<file path="src/rtl/rv_pkg.sv">
// Shared RV32 constants, fetch FSM encoding and the fetch FIFO entry layout.
package rv_pkg;
  localparam int XLEN        = 32;
  localparam int INSTR_BYTES = 4;
  localparam logic [XLEN-1:0] NOP = 32'h0000_0013;

  localparam logic [0:0] ST_RUN   = 1'b0;
  localparam logic [0:0] ST_FLUSH = 1'b1;

  typedef struct packed {
    logic [XLEN-1:0] pc;
    logic [XLEN-1:0] instr;
  } fetch_entry_t;
endpackage

</file>
<file path="src/rtl/fetch_fifo.sv">
// Small synchronous FIFO with a combinational head view and a flush input.
module fetch_fifo #(
  parameter int DEPTH = 2,
  parameter int WIDTH = 64
) (
  input  logic                   clk,
  input  logic                   reset,
  input  logic                   push,
  input  logic [WIDTH-1:0]       wdata,
  input  logic                   pop,
  input  logic                   flush,
  output logic [WIDTH-1:0]       rdata,
  output logic                   full,
  output logic                   empty,
  output logic [$clog2(DEPTH):0] count
);
  localparam int AW = $clog2(DEPTH);
  localparam logic [AW:0] FULL_CNT = (AW+1)'(DEPTH);

  logic [WIDTH-1:0] mem [DEPTH];
  logic [AW-1:0]    wr_ptr_reg, rd_ptr_reg;
  logic [AW:0]      count_reg;
  logic             do_push, do_pop;

  assign empty = (count_reg == '0);
  assign full  = (count_reg == FULL_CNT);
  assign count = count_reg;
  assign rdata = mem[rd_ptr_reg];

  // A push into a full FIFO is accepted when the head leaves in the same cycle.
  assign do_pop  = pop && !empty;
  assign do_push = push && (!full || do_pop);

  always_ff @(posedge clk) begin
    if (do_push && !flush) begin
      mem[wr_ptr_reg] <= wdata;
    end
  end

  always_ff @(posedge clk or negedge reset) begin
    if (!reset) begin
      wr_ptr_reg <= '0;
      rd_ptr_reg <= '0;
      count_reg  <= '0;
    end else if (flush) begin
      wr_ptr_reg <= '0;
      rd_ptr_reg <= '0;
      count_reg  <= '0;
    end else begin
      if (do_push) wr_ptr_reg <= wr_ptr_reg + 1'b1;
      if (do_pop)  rd_ptr_reg <= rd_ptr_reg + 1'b1;
      case ({do_push, do_pop})
        2'b10:   count_reg <= count_reg + 1'b1;
        2'b01:   count_reg <= count_reg - 1'b1;
        default: count_reg <= count_reg;
      endcase
    end
  end
endmodule

</file>
<file path="src/rtl/instr_fetch.sv">
// Instruction fetch: owns the PC, issues req/gnt/rvalid word reads, buffers
// returned words with their PC and hands them to decode; redirects flush stale work.
module instr_fetch
  import rv_pkg::*;
#(
  parameter logic [XLEN-1:0] RESET_PC = 32'h0000_0000,
  parameter int              DEPTH    = 2
) (
  input  logic            clk,
  input  logic            reset,
  output logic            imem_req,
  output logic [XLEN-1:0] imem_addr,
  input  logic            imem_gnt,
  input  logic            imem_rvalid,
  input  logic [XLEN-1:0] imem_rdata,
  input  logic            redirect,
  input  logic [XLEN-1:0] redirect_pc,
  output logic            instr_valid,
  output logic [XLEN-1:0] instr,
  output logic [XLEN-1:0] instr_pc,
  input  logic            instr_ready
);
  localparam int CW = $clog2(DEPTH) + 1;
  localparam int SW = CW + 2;

  logic [0:0]      state_reg, state_next;
  logic [XLEN-1:0] pc_reg, pc_next;
  logic            req_reg, req_next;
  logic [CW-1:0]   live_reg, live_next;
  logic [CW-1:0]   stale_reg, stale_next;
  logic [CW-1:0]   data_count, data_count_next;
  logic [SW-1:0]   pending_next;
  logic            grant, rsp_ok, rsp_stale, push, pop;
  logic            data_empty, data_full;
  logic            shadow_empty, shadow_full;
  logic [CW-1:0]   shadow_count;
  logic [XLEN-1:0] req_pc_head;
  fetch_entry_t    push_entry, head_entry;
  logic            unused_sigs;

  assign grant     = req_reg && imem_gnt && (state_reg == ST_RUN);
  // Responses with nothing outstanding are ignored entirely.
  assign rsp_ok    = imem_rvalid && ((live_reg != '0) || (stale_reg != '0));
  assign rsp_stale = (stale_reg != '0);
  assign push      = rsp_ok && !rsp_stale && !redirect;

  assign instr_valid = !data_empty && !redirect;
  assign pop         = instr_valid && instr_ready;
  assign instr       = data_empty ? '0 : head_entry.instr;
  assign instr_pc    = data_empty ? '0 : head_entry.pc;

  assign imem_req  = req_reg;
  assign imem_addr = pc_reg;

  assign push_entry  = '{pc: req_pc_head, instr: imem_rdata};
  assign unused_sigs = ^{data_full, shadow_empty, shadow_full, shadow_count, redirect_pc[1:0]};

  always_comb begin
    state_next      = ST_RUN;
    pc_next         = pc_reg;
    live_next       = live_reg;
    stale_next      = stale_reg;
    data_count_next = data_count;
    if (redirect) begin
      // Everything still in flight, including a grant this cycle, becomes stale.
      state_next      = ST_FLUSH;
      pc_next         = {redirect_pc[XLEN-1:2], 2'b00};
      live_next       = '0;
      stale_next      = stale_reg + live_reg + CW'(grant) - CW'(rsp_ok);
      data_count_next = '0;
    end else begin
      if (grant) pc_next = pc_reg + XLEN'(INSTR_BYTES);
      live_next       = live_reg + CW'(grant) - CW'(rsp_ok && !rsp_stale);
      stale_next      = stale_reg - CW'(rsp_ok && rsp_stale);
      data_count_next = data_count + CW'(push) - CW'(pop);
    end
    // Every request reserves a FIFO slot, so buffered + in-flight never exceeds DEPTH.
    pending_next = SW'(data_count_next) + SW'(live_next) + SW'(stale_next);
    req_next     = (state_next == ST_RUN) && (pending_next < SW'(DEPTH));
  end

  always_ff @(posedge clk or negedge reset) begin
    if (!reset) begin
      state_reg <= ST_RUN;
      pc_reg    <= RESET_PC;
      req_reg   <= 1'b0;
      live_reg  <= '0;
      stale_reg <= '0;
    end else begin
      state_reg <= state_next;
      pc_reg    <= pc_next;
      req_reg   <= req_next;
      live_reg  <= live_next;
      stale_reg <= stale_next;
    end
  end

  fetch_fifo #(.DEPTH(DEPTH), .WIDTH(2*XLEN)) u_data_fifo (
    .clk   (clk),
    .reset (reset),
    .push  (push),
    .wdata (push_entry),
    .pop   (pop),
    .flush (redirect),
    .rdata (head_entry),
    .full  (data_full),
    .empty (data_empty),
    .count (data_count)
  );

  // Addresses of every granted request, stale or not, in response order.
  fetch_fifo #(.DEPTH(DEPTH), .WIDTH(XLEN)) u_req_pc_fifo (
    .clk   (clk),
    .reset (reset),
    .push  (grant),
    .wdata (pc_reg),
    .pop   (rsp_ok),
    .flush (1'b0),
    .rdata (req_pc_head),
    .full  (shadow_full),
    .empty (shadow_empty),
    .count (shadow_count)
  );
endmodule

</file>
<file path="config.mk">
export PLATFORM = sky130hd
export DESIGN_NAME = instr_fetch
export DESIGN_NICKNAME = d
export VERILOG_FILES = /design/src/rtl/rv_pkg.sv /design/src/rtl/fetch_fifo.sv /design/src/rtl/instr_fetch.sv
export SDC_FILE = /design/constraint.sdc
export NUM_CORES = 1
export LEC_CHECK = 0
export ABC_CLOCK_PERIOD_IN_PS = 7250
export BUFFER_PORTS_ARGS = -buffer_cell sky130_fd_sc_hd__buf_2
export CELL_PAD_IN_SITES_DETAIL_PLACEMENT = 0
export CELL_PAD_IN_SITES_GLOBAL_PLACEMENT = 1
export CORE_MARGIN = 5
export CORE_UTILIZATION = 39
export DETAILED_ROUTE_END_ITERATION = 6
export GPL_TIMING_DRIVEN = 0
export PLACE_DENSITY = 0.72
export SLEW_MARGIN = 40
export SYNTH_ARGS = -nofsm -noshare
export SYNTH_HDL_FRONTEND = slang
export SYNTH_SLANG_ARGS = --single-unit
export TNS_END_PERCENT = 100
</file>
<file path="constraint.sdc">
create_clock -name clk -period 7.25 [get_ports clk]
set_clock_uncertainty 0.2 [all_clocks]
set_input_delay 0.725 -clock clk [delete_from_list [all_inputs] [get_ports clk]]
set_output_delay 0.725 -clock clk [all_outputs]
set_load 0.005 [all_outputs]
</file>
==> flow_summary_export.csv <==
group,metric,value,unit
synth,mapped_cell_area,9490,um^2
setup_path,critical-path-max-stage-delay,580,ps
sta,hold-worst-slack,24.0,ps
power,power.density,264,nW/um^2
synth,synth_sequential_area_ratio,0.698,
die,initial_core_utilization,0.393,
global_routing,grt_remaining_overflow,0,
global_routing,grt_max_degree,45,
clocking,clockRootBuffer,"clkbuf_16",
hold_path,min-delay-path-class,"primary input to async pin",
final_layout,most-common-layout-cells,"184 x edfxtp_1, 165 x buf_2, 80 x nor2_1",
synth,synthDominantCellAreaShare,0.582,
clocking,clock_latency,500,ps
final_layout,nNetsFinal,944,
sta,number_of_setup_violations_in_the_final_report,0,
clocking,clock_tree_from_tritoncts,"done",
global_routing,use_met3,0.0309,
die,floorplan.core_area,24200,um^2
run_status,outcome,"finished clean",
clocking,post-cts-setup-buffers,0,
sta,final_hold_violation_count,0,
setup_path,cp_max_fo,5,
final_layout,max_flop_register,"u_data_fifo.mem",
synth,synthTopCellsByArea,"edfxtp_1 58%, dfrtp_1 12%, mux2i_1 6.7%, mux2_2 3.8%, nor2_1 3.2%",
clocking,cts_sinks,228,
global_routing,grt_pass1_wl,32.0,mm
clocking,cts_hold_buffers,0,
drt,route.detailed.wl_per_inst,16.7,um
clocking,max-clock-path-buffers,3,
sta,post_route_clock_period_utilization,0.561,
sta,layout_min_cycle_time,4070,ps
die,design.portCount,168,
power,worst_ir_drop_vdd,0.000159,V
synth,synth_mux_area_frac,0.105,
final_layout,final_design_area_no_fill,11700,um^2
setup_path,required,7440,ps
die,die_h,166,um
final_layout,layout_cell_share_with_drive_strength_beyond_1,0.311,
synth,netlist_instances,653,
synth,distinct_cell_type_count_of_the_synthesized_netlist,45,
placed_design,place.detailed.hpwl,14.8,mm
setup_path,crit_chain,"o41ai_2 > inv_1 > ha_1 > fa_1 > xnor2_1 > xnor2_1 > nand2_1 > o21ai_0 > xor2_1 > fa_1 > inv_1 > ha_1 > nor4b_1",
sta,timing.max_slew.rel_slack,0.512,
setup_path,worst_setup_path_start_kind,"flop",
power,total_leakage_power,0.00440,uW
drt,drt_iter0_markers,257,
drt,detail_route.drc_violations,0,
die,design.die.area,27600,um^2
clocking,clock_tree.htree_level_count,1,
synth,yosys.area.top_type,"edfxtp_1",
run,cap_viol_max_count,0,
die,die_w,166,um
sta,worst-slew-pin-transition,733,ps
setup_path,timing.setup.critical_path_class,"flop to flop",
drt,route.vias.total,5756,
setup_path,critical_path.endpoint_type,"flop",
die,std_cell_rows,57,
drt,detail_route.wirelength,20.1,mm
synth,synthArstFlopShare,0.193,
global_routing,global_route.usage.total,0.143,
setup_path,critPathSlowestCell,"o41ai_2",
placed_design,place_congestion,0.753,
global_routing,initial_antenna_violation_count,1,
final_layout,max_reg_flops,124,
synth,synth_xor_xnor_area_share,0.0378,
drt,detail_route.vias_per_cell,4.78,
synth,leading_register_cell_type_out_of_synthesis,"edfxtp_1",
final_layout,most_common_cell_after_layout_fill_and_taps_aside,"edfxtp_1",
sta,fmax,246,MHz
clocking,tritoncts.num_buffers,24,
synth,synth-warning-count,0,
synth,syn_area_per_cell,14.5,um^2
synth,synth-edff-count,184,
synth,synth_top_family_by_area,"multiplexers",
synth,synth-compound-area-share,0.0287,
sta,slew_violations,0,
placed_design,standard_cell_area_after_detailed_placement,10900,um^2
synth,simple_gate_share_of_the_synthesized_area,0.0924,
clocking,post_cts_resize_count,0,
global_routing,groute.layer.met1.usage,0.186,
synth,ys_seq_elements,228,
drt,postRouteAntennaNets,0,
global_routing,grt-busiest-layer,"met2",
clocking,clkSlewWorstSetupHoldPaths,60,ps
final_layout,syn2layout_area_growth,23.1,%
setup_path,arrival,4250,ps
global_routing,grt.met2_usage,0.244,
placed_design,io_buffer_count,161,
global_routing,grt_pass1_vias,5893,
sta,setup_repair_after_global_routing_missed_its_margin,"no",
drt,drt_first_pass_iters,4,
synth,synthAdderAreaFrac,0.0161,
## worst paths after layout
check / cells after the start / endpoint / slack [ps] / start
hold reg to reg: 0 / u_req_pc_fifo.mem[0][29] / 310 / imem_addr[29]
max in group asynchronous: 1 / imem_addr[12] / 6410 / reset
min in group clk: 1 / state_reg / 170 / redirect
setup / recovery: 13 / imem_req / 3180 / live_reg[1]
hold / removal: 1 / imem_addr[25] / 20 / reset
setup reg to reg: 13 / imem_req / 3180 / live_reg[1]
## cells by family (layout without fill, tap and decap cells)
family / count (synthesis) / count (layout)
AOI/OAI and AO/OA: 47 / 47
xor gates and xnor gates: 41 / 41
adders and majority gates: 11 / 11
buffers and inverters: 48 / 271
DFF: 228 / 228
muxes: 96 / 96
other: 1 / 5
and+or+nand+nor: 181 / 181
## where the power goes
part / switching (uW) / internal (uW) / total [uW]
Clock: 461 / 683 / 1140
Combinational: 189 / 172 / 360
Sequential: 63.9 / 1510 / 1580
Total: 713 / 2370 / 3080
## worst max-delay path, delay by kind of cell, from the launching register on
| family | cells | cell delay (ps) |
|---|---|---|
| adders and majority gates | 4 | 1470 |
| and+or+nand+nor | 2 | 390 |
| AOI/OAI and AO/OA | 2 | 740 |
| DFF | 1 | 450 |
| xor gates and xnor gates | 3 | 460 |
| buffers and inverters | 2 | 230 |
## area by class of cell
cell class              instances  area (um^2)
inverters                      15         56.3
repair buffers                181          990
flip-flops and latches        228         6630
well taps                     324          405
clock buffers                  33          676
diodes                          1         2.50
clock inverters                 9         68.8
plain buffers                  33          146
multi-input cells             380         2720
fillers                      2112        12500
## per-layer routing
| metal | vias up | wire (um) |
|---|---|---|
| met5 | - | 0 |
| met4 | 0 | 456 |
| met3 | 32 | 1230 |
| met2 | 151 | 9740 |
| met1 | 2789 | 8660 |
| li1 | 2784 | - |
## cell usage after synthesis (2+ instances only)
| cell type | instances |
|---|---|
| dfrtp_1 | 44 |
| nor2b_1 | 4 |
| o21ai_0 | 27 |
| ha_1 | 9 |
| nand4_1 | 12 |
| buf_4 | 4 |
| and3_1 | 6 |
| nand3_1 | 12 |
| clkbuf_1 | 15 |
| xor2_1 | 20 |
| edfxtp_1 | 184 |
| or3_1 | 2 |
| buf_1 | 9 |
| nor4b_1 | 2 |
| o21ai_1 | 7 |
| nor4_4 | 2 |
| mux2i_1 | 64 |
| mux2_2 | 32 |
| a211oi_1 | 3 |
| a21oi_1 | 4 |
| and2_1 | 3 |
| xnor2_1 | 21 |
| inv_1 | 14 |
| nor3_1 | 5 |
| fa_1 | 2 |
| nor2_1 | 80 |
| buf_2 | 5 |
| nand2_1 | 43 |
| nor4_2 | 2 |
## metrics by stage
step / utilization / setup TNS [ps] / power, uW / setup WS, ps / std cells
6_report: 0.483 / 0 / 3080 / 3180 / 1204
2_1_floorplan: - / 0 / 1830 / 1910 / 656
3_5_place_dp: 0.452 / 0 / 1970 / 3190 / 1161
5_1_grt: 0.483 / 0 / 3230 / 2740 / 1203
4_1_cts: 0.483 / 0 / 3130 / 3140 / 1203
3_3_place_gp: 0.444 / -66860 / 1950 / -559 / 1141
Power figures use the tool's default switching activity.
